[config.mk]
export PLATFORM = sky130hd
export DESIGN_NAME = machine_line_parser
export DESIGN_NICKNAME = d
export VERILOG_FILES = /design/src/rtl/machine_line_pkg.sv /design/src/rtl/machine_line_parser_decimal_accumulator.sv /design/src/rtl/machine_line_parser.sv
export SDC_FILE = /design/constraint.sdc
export NUM_CORES = 1
export LEC_CHECK = 0
export CAP_MARGIN = 20
export CORE_MARGIN = 2
export CORE_UTILIZATION = 57
export CTS_CLUSTER_DIAMETER = 100
export CTS_CLUSTER_SIZE = 24
export DETAILED_ROUTE_END_ITERATION = 12
export PLACE_DENSITY_LB_ADDON = 0.05
export SYNTH_ARGS = -nofsm -noshare
export SYNTH_HDL_FRONTEND = slang
export SYNTH_SLANG_ARGS = --single-unit
export TNS_END_PERCENT = 10
[constraint.sdc]
create_clock -name clk -period 4.17 [get_ports clk]
set_clock_uncertainty 0.05 [all_clocks]
set_input_delay 0.834 -clock clk [delete_from_list [all_inputs] [get_ports clk]]
set_output_delay 0.834 -clock clk [all_outputs]
set_load 0.05 [all_outputs]
[src/rtl/machine_line_pkg.sv]
// machine_line_pkg: character codes, parser states and the digit test shared by the line parser.
package machine_line_pkg;

    localparam logic [7:0] CH_LBRACK = 8'h5B;
    localparam logic [7:0] CH_RBRACK = 8'h5D;
    localparam logic [7:0] CH_DOT    = 8'h2E;
    localparam logic [7:0] CH_HASH   = 8'h23;
    localparam logic [7:0] CH_LPAREN = 8'h28;
    localparam logic [7:0] CH_RPAREN = 8'h29;
    localparam logic [7:0] CH_COMMA  = 8'h2C;
    localparam logic [7:0] CH_LBRACE = 8'h7B;
    localparam logic [7:0] CH_SPACE  = 8'h20;

    typedef enum logic [2:0] {
        IDLE,
        LIGHTS,
        SEEK,
        BUTTON,
        JOLT,
        DISCARD,
        ISSUE,
        WAIT_DONE
    } parser_state_e;

    function automatic logic is_digit(input logic [7:0] c);
        return (c >= 8'h30) && (c <= 8'h39);
    endfunction

endpackage

[src/rtl/machine_line_parser_decimal_accumulator.sv]
// decimal_accumulator: builds a multi-digit decimal index as acc*10+digit, saturating at all-ones.
module decimal_accumulator #(
    parameter int W = 4
) (
    input  logic         clk,
    input  logic         rst,
    input  logic         i_clear,
    input  logic         i_load,
    input  logic [3:0]   i_digit,
    output logic [W-1:0] o_value,
    output logic         o_has_digit
);

    logic [W-1:0] r_value;
    logic         r_has_digit;
    logic [W+3:0] w_next;

    // four spare bits keep acc*10+9 from wrapping before the saturation test
    assign w_next      = {4'b0000, r_value} * (W + 4)'(10) + (W + 4)'(i_digit);
    assign o_value     = r_value;
    assign o_has_digit = r_has_digit;

    always_ff @(posedge clk or posedge rst) begin
        if (rst) begin
            r_value     <= '0;
            r_has_digit <= 1'b0;
        end else if (i_clear) begin
            r_value     <= '0;
            r_has_digit <= 1'b0;
        end else if (i_load) begin
            r_value     <= (w_next > (W + 4)'({W{1'b1}})) ? '1 : w_next[W-1:0];
            r_has_digit <= 1'b1;
        end
    end

endmodule

[src/rtl/machine_line_parser.sv]
// machine_line_parser: decodes one "[lights] (buttons)... {joltage}" line per s_tlast into solver inputs
// and issues a one-cycle start when the solver is idle; malformed lines raise parse_err instead.
module machine_line_parser
    import machine_line_pkg::*;
#(
    parameter int MAX_NUM_LIGHTS    = 6,
    parameter int MAX_NUM_BUTTONS   = 6,
    parameter int MAX_NUM_LIGHTS_W  = (MAX_NUM_LIGHTS <= 1) ? 1 : $clog2(MAX_NUM_LIGHTS + 1),
    parameter int MAX_NUM_BUTTONS_W = (MAX_NUM_BUTTONS <= 1) ? 1 : $clog2(MAX_NUM_BUTTONS + 1)
) (
    input  logic                                            clk,
    input  logic                                            rst,
    input  logic [7:0]                                      s_tdata,
    input  logic                                            s_tvalid,
    output logic                                            s_tready,
    input  logic                                            s_tlast,
    output logic [MAX_NUM_LIGHTS_W-1:0]                     num_lights,
    output logic [MAX_NUM_BUTTONS_W-1:0]                    num_buttons,
    output logic [MAX_NUM_BUTTONS-1:0][MAX_NUM_LIGHTS-1:0]  buttons,
    output logic [MAX_NUM_LIGHTS-1:0]                       target_lights_arrangement,
    output logic                                            start,
    input  logic                                            ready,
    output logic                                            parse_err
);

    localparam int AW = MAX_NUM_LIGHTS_W + 1;

    parser_state_e r_state, w_next, w_go;
    logic [MAX_NUM_LIGHTS_W-1:0]                    r_num_lights;
    logic [MAX_NUM_BUTTONS_W-1:0]                   r_num_buttons;
    logic [MAX_NUM_BUTTONS-1:0][MAX_NUM_LIGHTS-1:0] r_buttons;
    logic [MAX_NUM_LIGHTS-1:0]                      r_target;
    logic                                           r_start;
    logic                                           r_parse_err;

    logic                      w_beat, w_ok, w_good, w_drop, w_clear;
    logic                      w_is_light, w_sep, w_digit, w_bad_idx, w_set_bit;
    logic                      w_lights_full, w_buttons_full, w_no_lights;
    logic                      w_has_digit;
    logic [AW-1:0]             w_acc;
    logic [MAX_NUM_LIGHTS-1:0] w_light_mask, w_bit_mask;

    assign w_beat         = s_tvalid && s_tready;
    assign w_is_light     = (s_tdata == CH_DOT) || (s_tdata == CH_HASH);
    assign w_sep          = (s_tdata == CH_COMMA) || (s_tdata == CH_RPAREN);
    assign w_digit        = is_digit(s_tdata);
    assign w_lights_full  = r_num_lights == MAX_NUM_LIGHTS_W'(MAX_NUM_LIGHTS);
    assign w_buttons_full = r_num_buttons == MAX_NUM_BUTTONS_W'(MAX_NUM_BUTTONS);
    assign w_no_lights    = r_num_lights == '0;
    assign w_bad_idx      = !w_has_digit || (w_acc >= AW'(r_num_lights));
    assign w_good         = w_beat && w_ok;
    assign w_set_bit      = w_good && (r_state == BUTTON) && w_sep;
    // a rejected beat carrying s_tlast ends the line directly, so DISCARD is skipped
    assign w_drop         = w_beat && s_tlast && (!w_ok || (r_state == DISCARD));
    assign w_clear        = (r_state != IDLE) && (w_next == IDLE);
    assign w_light_mask   = (s_tdata == CH_HASH) ? (MAX_NUM_LIGHTS'(1) << r_num_lights) : '0;
    assign w_bit_mask     = MAX_NUM_LIGHTS'(1) << w_acc;

    decimal_accumulator #(.W(AW)) u_acc (
        .clk         (clk),
        .rst         (rst),
        .i_clear     (w_set_bit || (r_state != BUTTON)),
        .i_load      (w_good && (r_state == BUTTON) && w_digit),
        .i_digit     (s_tdata[3:0]),
        .o_value     (w_acc),
        .o_has_digit (w_has_digit)
    );

    always_ff @(posedge clk or posedge rst) begin
        if (rst) r_state <= IDLE;
        else     r_state <= w_next;
    end

    always_comb begin
        w_ok = 1'b1;
        w_go = r_state;
        case (r_state)
            IDLE: begin
                w_ok = (s_tdata == CH_LBRACK) && !s_tlast;
                w_go = LIGHTS;
            end
            LIGHTS: begin
                w_ok = !s_tlast && ((w_is_light && !w_lights_full) || (s_tdata == CH_RBRACK));
                w_go = (s_tdata == CH_RBRACK) ? SEEK : LIGHTS;
            end
            SEEK: begin
                w_ok = ((s_tdata == CH_SPACE) || (s_tdata == CH_LBRACE) ||
                        ((s_tdata == CH_LPAREN) && !w_buttons_full && !s_tlast)) &&
                       !(s_tlast && w_no_lights);
                w_go = s_tlast ? ISSUE : (s_tdata == CH_LPAREN) ? BUTTON :
                       (s_tdata == CH_LBRACE) ? JOLT : SEEK;
            end
            BUTTON: begin
                w_ok = !s_tlast && (w_digit || (w_sep && !w_bad_idx));
                w_go = (s_tdata == CH_RPAREN) ? SEEK : BUTTON;
            end
            JOLT: begin
                w_ok = !(s_tlast && w_no_lights);
                w_go = s_tlast ? ISSUE : JOLT;
            end
            DISCARD:   w_go = s_tlast ? IDLE : DISCARD;
            ISSUE:     w_go = ready ? WAIT_DONE : ISSUE;
            // r_start marks the first WAIT_DONE cycle, whose ready is still the stale idle level
            WAIT_DONE: w_go = (ready && !r_start) ? IDLE : WAIT_DONE;
        endcase
        w_next = ((r_state == ISSUE) || (r_state == WAIT_DONE)) ? w_go :
                 !w_beat ? r_state :
                 !w_ok ? (s_tlast ? IDLE : DISCARD) : w_go;
    end

    always_comb begin
        s_tready                  = !rst && (r_state != ISSUE) && (r_state != WAIT_DONE);
        start                     = r_start;
        parse_err                 = r_parse_err;
        num_lights                = r_num_lights;
        num_buttons               = r_num_buttons;
        buttons                   = r_buttons;
        target_lights_arrangement = r_target;
    end

    always_ff @(posedge clk or posedge rst) begin
        if (rst) begin
            r_start       <= 1'b0;
            r_parse_err   <= 1'b0;
            r_num_lights  <= '0;
            r_num_buttons <= '0;
            r_buttons     <= '0;
            r_target      <= '0;
        end else begin
            r_start     <= (r_state == ISSUE) && ready;
            r_parse_err <= w_drop;
            if (w_clear) begin
                r_num_lights  <= '0;
                r_num_buttons <= '0;
                r_buttons     <= '0;
                r_target      <= '0;
            end else if (w_good) begin
                if ((r_state == LIGHTS) && w_is_light) begin
                    r_target     <= r_target | w_light_mask;
                    r_num_lights <= r_num_lights + MAX_NUM_LIGHTS_W'(1);
                end
                if ((r_state == SEEK) && (s_tdata == CH_LPAREN))
                    r_num_buttons <= r_num_buttons + MAX_NUM_BUTTONS_W'(1);
                for (int b = 0; b < MAX_NUM_BUTTONS; b++)
                    if (w_set_bit && (MAX_NUM_BUTTONS_W'(b + 1) == r_num_buttons))
                        r_buttons[b] <= r_buttons[b] | w_bit_mask;
            end
        end
    end

endmodule

==> flow_metrics.tcl, run 1 <==
set metrics [dict create \
    status "finished, final reports clean" \
    setup_viol 0 \
    hold_buffers 0 \
    crit_chain "clkdlybuf4s50_1, or3b_1, a2111o_1, o211ai_2, o21bai_1, a311o_1, or4_4, and2_1" \
    grt.total_usage_pct 27.5 \
    clk_pin_slew_ns 0.06 \
    finalNetCount 451 \
    clkPwrFrac_pct 36.0 \
    antenna_found_initial 0 \
    intPower_mw 1.13 \
    p_leak_nw 1.84 \
    worstPathArrival_ns 3.84 \
    initial_core_util_pct 58.9 \
    post_cts_resize_count 0 \
    gp_congestion 0.956 \
    critPathRequiredTime_ns 4.35 \
    hold_viol 0 \
    vdd_ir_drop_max_mv 0.401 \
    power.total_mw 1.72 \
    grt_pass1_vias 2861 \
    cap_violations 0 \
    drtAntennaViolNets 0 \
    ys_types 60 \
    slowest_delay_ns 0.77 \
    core-area_um2 5890 \
    viasPerCell 6.07 \
    die_area_um2 6720 \
    clock_latency_ns 0.34 \
    drc_errors 0 \
    cts-root-buf "clkbuf_8" \
    dp.cells 480 \
    io_pins 64 \
    comb_power_share_pct 26.3 \
    fin_ws_ns 0.505 \
    dp_slack_ns 0.183 \
    syn-cell-area_um2 3470 \
    cp_slowest_cell "or4_4" \
    crit_family "simple AND/OR/NAND/NOR gates" \
    synth_edf_count 0 \
    wl_per_cell_um 16.9 \
    num_rows 28 \
    tns_ns 0 \
    switchingPower_mw 0.586 \
    die_h_um 82.0 \
    seqPwrFrac_pct 37.7 \
    drt_iter0_drc 175 \
    ys_seq_area_share_pct 41.9 \
    finalMaxSlewViolations 0 \
    die_w_um 82.0 \
    synthArstFlopShare_pct 100 \
    num_vias 3010 \
    htree_levels 3 \
    final_cell_mix "63 x clkdlybuf4s50_1, 58 x dfrtp_1, 43 x o21a_1, 28 x nor2_1, 24 x nor3_1" \
    syn2layout_area_growth_pct 26.2 \
    max_slew_margin_pct 48.7 \
    ys_warn_count 0 \
    cp-end-kind "flop" \
    first_pass_iters 5 \
    fmaxAchievable_mhz 273 \
    switching_share_pct 34.1 \
    crit_fanout 48 \
    tritoncts "yes" \
    portBuffers 63 \
    final_common_cell "clkdlybuf4s50_1" \
    grt_pass1_wl_um 14000 \
    worstMarginPinSlew_ns 0.769 \
    wl_um 8380 \
    grt_overflow 0 \
    n_fill_cell 444 \
    crit_buf_inv 1 \
    hold_path.class "reg2reg" \
    fin_crit_sh_pct 87.9 \
    cts_buffers 9 \
    min_period_ns 3.66 \
    post-cts-setup-buffer-count 0 \
    crit_type "in2reg" \
    n_antenna_cell 0 \
    grt_max_degree 59 \
    instances_no_fill 496 \
    synth.avg_cell_area_um2 9.79 \
    ys_ff_latch 58 \
    powerDensity_nw_per_um2 392 \
    critPathLaunchType "input port" \
    syn_nets 389 \
    clock-sinks 58 \
    drive_above_1_share_pct 7.13 \
    syn_inst 354 \
    rsz0062_at_grt "no" \
    cts_max_path_buffers 2 \
    ys.flop_type "dfrtp_1" \
    dp_hpwl_um 5920 \
]
==> worst register-to-register path, delay by kind of cell, from the launching register on <==
family	cells	cell delay [ns]
buf+inv	1	0.15
flops	1	0.45
compound gates	2	0.61
fa+ha+maj	1	0.21
simple gates	5	1.66
==> through the flow <==
stage                     utilization, %  instance area (um^2)  hold WS (ns)
after CTS                           74.3                  4380         0.444
after detailed placement            70.4                  4140         0.429
final                               74.3                  4380         0.438
after global routing                74.3                  4380         0.456
after global placement              70.4                  4140         0.425
after floorplan                        -                  3470         0.408
==> layer usage <==
layer  global-route usage, %  wire length, um  up-vias  share of wire (%)
li1                        -                -     1426                  -
met1                    36.8             3760     1461                 45
met2                    42.3             3920      103                 47
met3                    9.12              562       20                6.7
met4                    9.00              132        0                1.6
met5                       0                0        -                  0
==> logic make-up after synthesis <==
group	Yosys count	share of synthesized area, %
buffers and inverters	35	4.77
DFF	58	41.9
and+or+nand+nor	132	22.3
adders and majority gates	22	8.38
xor gates and xnor gates	4	1.01
AOI/OAI and AO/OA	101	21.1
muxes	2	0.614
==> area by class of cell <==
cell class | count | area (um^2) | share of cell area [%]
Tap cell | 75 | 93.8 | 2.14
Inverter | 15 | 56.3 | 1.29
Multi-Input combinational cell | 261 | 1850 | 42.3
Clock buffer | 11 | 131 | 3.00
Timing Repair Buffer | 71 | 691 | 15.8
Clock inverter | 5 | 103 | 2.34
Sequential cell | 58 | 1450 | 33.2
==> worst paths after layout <==
check	startpoint	slack, ns	to	cells past startpoint
max	s_tdata[3]	0.51	num_buttons[0]	8
min	target_lights_arrangement[1]	0.44	target_lights_arrangement[1]	1
max reg2reg	num_lights[0]	0.94	num_buttons[0]	9
min reg2reg	target_lights_arrangement[1]	0.44	target_lights_arrangement[1]	1
max in group asynchronous	rst	2.51	u_acc.o_has_digit	3
min in group asynchronous	rst	1.06	start	3
==> sequential cells by signal, summed over array words and instances, names as in the netlist <==
signal	count
buttons	36
target_lights_arrangement	6
u_acc.o_value	4
num_buttons	3
num_lights	3
r_state	3
parse_err	1
start	1
u_acc.o_has_digit	1
==> synthesized netlist by cell type, types with 5 or more instances <==
cell | n | area share, %
buf_2 | 6 | 0.87
nand3_1 | 8 | 1.2
and3_1 | 7 | 1.3
dfrtp_1 | 58 | 42
nor4_1 | 7 | 1.3
clkbuf_1 | 10 | 1.1
nand2_1 | 13 | 1.4
ha_1 | 20 | 7.2
and2_1 | 7 | 1.3
inv_1 | 15 | 1.6
o211ai_1 | 5 | 1.1
nor3_1 | 24 | 3.5
a21oi_1 | 8 | 1.2
o21ai_0 | 14 | 2.0
nor2_1 | 28 | 3.0
o21a_1 | 43 | 9.3
==> power groups by stage <==
stage	combinational, mW	clock (mW)	sequential (mW)
after floorplan	0.445	0	0.606
after global placement	0.443	0	0.656
after detailed placement	0.448	0	0.657
after CTS	0.450	0.628	0.645
after global routing	0.496	0.652	0.654
final	0.452	0.618	0.647
Power figures use the tool's default switching activity.
==> run 2: changes to the inputs <==
- SLEW_MARGIN: default -> 30
==> results of run 2 <==
Final layout, timing and power as in run 1 (identical DEF).
==> run 3: changes to the inputs <==
- ABC_CLOCK_PERIOD_IN_PS: default -> 4170
- RECOVER_POWER: default -> 25
==> flow_metrics.tcl, run 3 (same netlist as run 1, synthesis figures left out) <==
set metrics [dict create \
    crit_type "in2reg" \
    cts_max_path_buffers 2 \
    rsz0062_at_grt "no" \
    worstPathArrival_ns 3.85 \
    die_h_um 82.0 \
    met3WireLength_um 477 \
    vdd_ir_drop_max_mv 0.400 \
    wl_um 8420 \
    wl_met2_um 4000 \
    cp-end-kind "flop" \
    fin_crit_sh_pct 88.0 \
    seqPwrFrac_pct 37.8 \
    syn2layout_area_growth_pct 26.2 \
    antenna_found_initial 0 \
    largest_register_ffs 36 \
    initial_core_util_pct 58.9 \
    switchingPower_mw 0.584 \
    n_antenna_cell 0 \
    critPathRequiredTime_ns 4.35 \
    cp_slowest_cell "or4_4" \
    switching_share_pct 34.1 \
    power.total_mw 1.71 \
    met1Wirelength_um 3840 \
    clkPwrFrac_pct 35.9 \
    die_area_um2 6720 \
    tns_ns 0 \
    crit_fanout 48 \
    intPower_mw 1.13 \
    hold_viol 0 \
    num_rows 28 \
    grt_pass1_vias 2861 \
    n_fill_cell 443 \
    io_pins 64 \
    viasPerCell 5.98 \
    finalNetCount 451 \
    drc_errors 0 \
    timing.hold.ws_ns 0.438 \
    status "finished, final reports clean" \
    num_vias 2967 \
    tritoncts "yes" \
    critPathLaunchType "input port" \
    routed.top_layer "met4" \
    slowest_delay_ns 0.77 \
    wl_per_cell_um 17.0 \
    powerDensity_nw_per_um2 392 \
    cts_buffers 9 \
    clock-sinks 58 \
    final_common_cell "clkdlybuf4s50_1" \
    core-area_um2 5890 \
    drtAntennaViolNets 0 \
    dp_hpwl_um 5920 \
    drive_above_1_share_pct 6.89 \
    post-cts-setup-buffer-count 0 \
    first_pass_iters 4 \
    htree_levels 3 \
    finalMaxSlewViolations 0 \
    clock_latency_ns 0.34 \
    gp_congestion 0.956 \
    p_leak_nw 1.83 \
    min_period_ns 3.67 \
    crit_chain "clkdlybuf4s50_1, or3b_1, a2111o_1, o211ai_2, o21bai_1, a311o_1, or4_4, and2_1" \
    worstMarginPinSlew_ns 1.42 \
    post_cts_resize_count 0 \
    grt_pass1_wl_um 14000 \
    hold_buffers 0 \
    clk_pin_slew_ns 0.06 \
    grt_overflow 0 \
    portBuffers 63 \
    final_util_pct 74.3 \
    drt_iter0_drc 175 \
    grt_max_degree 59 \
    comb_power_share_pct 26.3 \
    fmaxAchievable_mhz 272 \
    hold_path.class "reg2reg" \
    cap_violations 0 \
    final_cell_mix "61 x clkdlybuf4s50_1, 58 x dfrtp_1, 43 x o21a_1, 28 x nor2_1, 24 x nor3_1" \
    grt.total_usage_pct 27.5 \
    cts-root-buf "clkbuf_8" \
    setup_viol 0 \
    die_w_um 82.0 \
    max_slew_margin_pct 5.57 \
]
[run 3: final cells by class]
type	count	area, um^2	area share, %
multi-input cells	261	1850	42.3
inverters	15	56.3	1.29
clock inverters	5	103	2.35
flip-flops and latches	58	1450	33.2
clock buffers	11	131	3.00
repair buffers	71	688	15.7
well taps	75	93.8	2.15
[run 3: worst max-delay path: cells and delay by family]
family          cells  cell delay (ns)
simple gates        3             1.49
buf+inv             1             0.58
compound gates      4             0.92
[run 3: final timing paths]
kind,to,slack (ns),from,cells after the start
worst min-delay path,target_lights_arrangement[1],0.44,target_lights_arrangement[1],1
max in group asynchronous,u_acc.o_has_digit,1.75,rst,3
worst max register to register,num_buttons[0],0.94,num_lights[0],9
worst min register to register,target_lights_arrangement[1],0.44,target_lights_arrangement[1],1
worst max-delay path,num_buttons[0],0.50,s_tdata[3],8
min in group asynchronous,start,1.45,rst,3
[run 3: through the flow]
step	setup WS (ns)	cell area, um^2	instances
after floorplan	0.592	3470	354
after global placement	0.241	4140	480
after detailed placement	0.183	4140	480
after CTS	0.530	4380	496
after global routing	0.377	4370	496
final	0.500	4370	496
[run 3: routing by layer]
metal  vias to the layer above  global-route usage [%]
met1                      1451                    36.8
met3                        12                    9.12
li1                       1424                       -
met4                         0                    9.00
met5                         -                       0
met2                        80                    42.3
[run 3: power groups by stage]
stage               Clock, mW  Combinational [mW]  Sequential (mW)
floorplan                   0               0.445            0.606
global placement            0               0.443            0.656
detailed placement          0               0.448            0.657
CTS                     0.628               0.450            0.645
global route            0.652               0.495            0.654
finish                  0.615               0.451            0.647
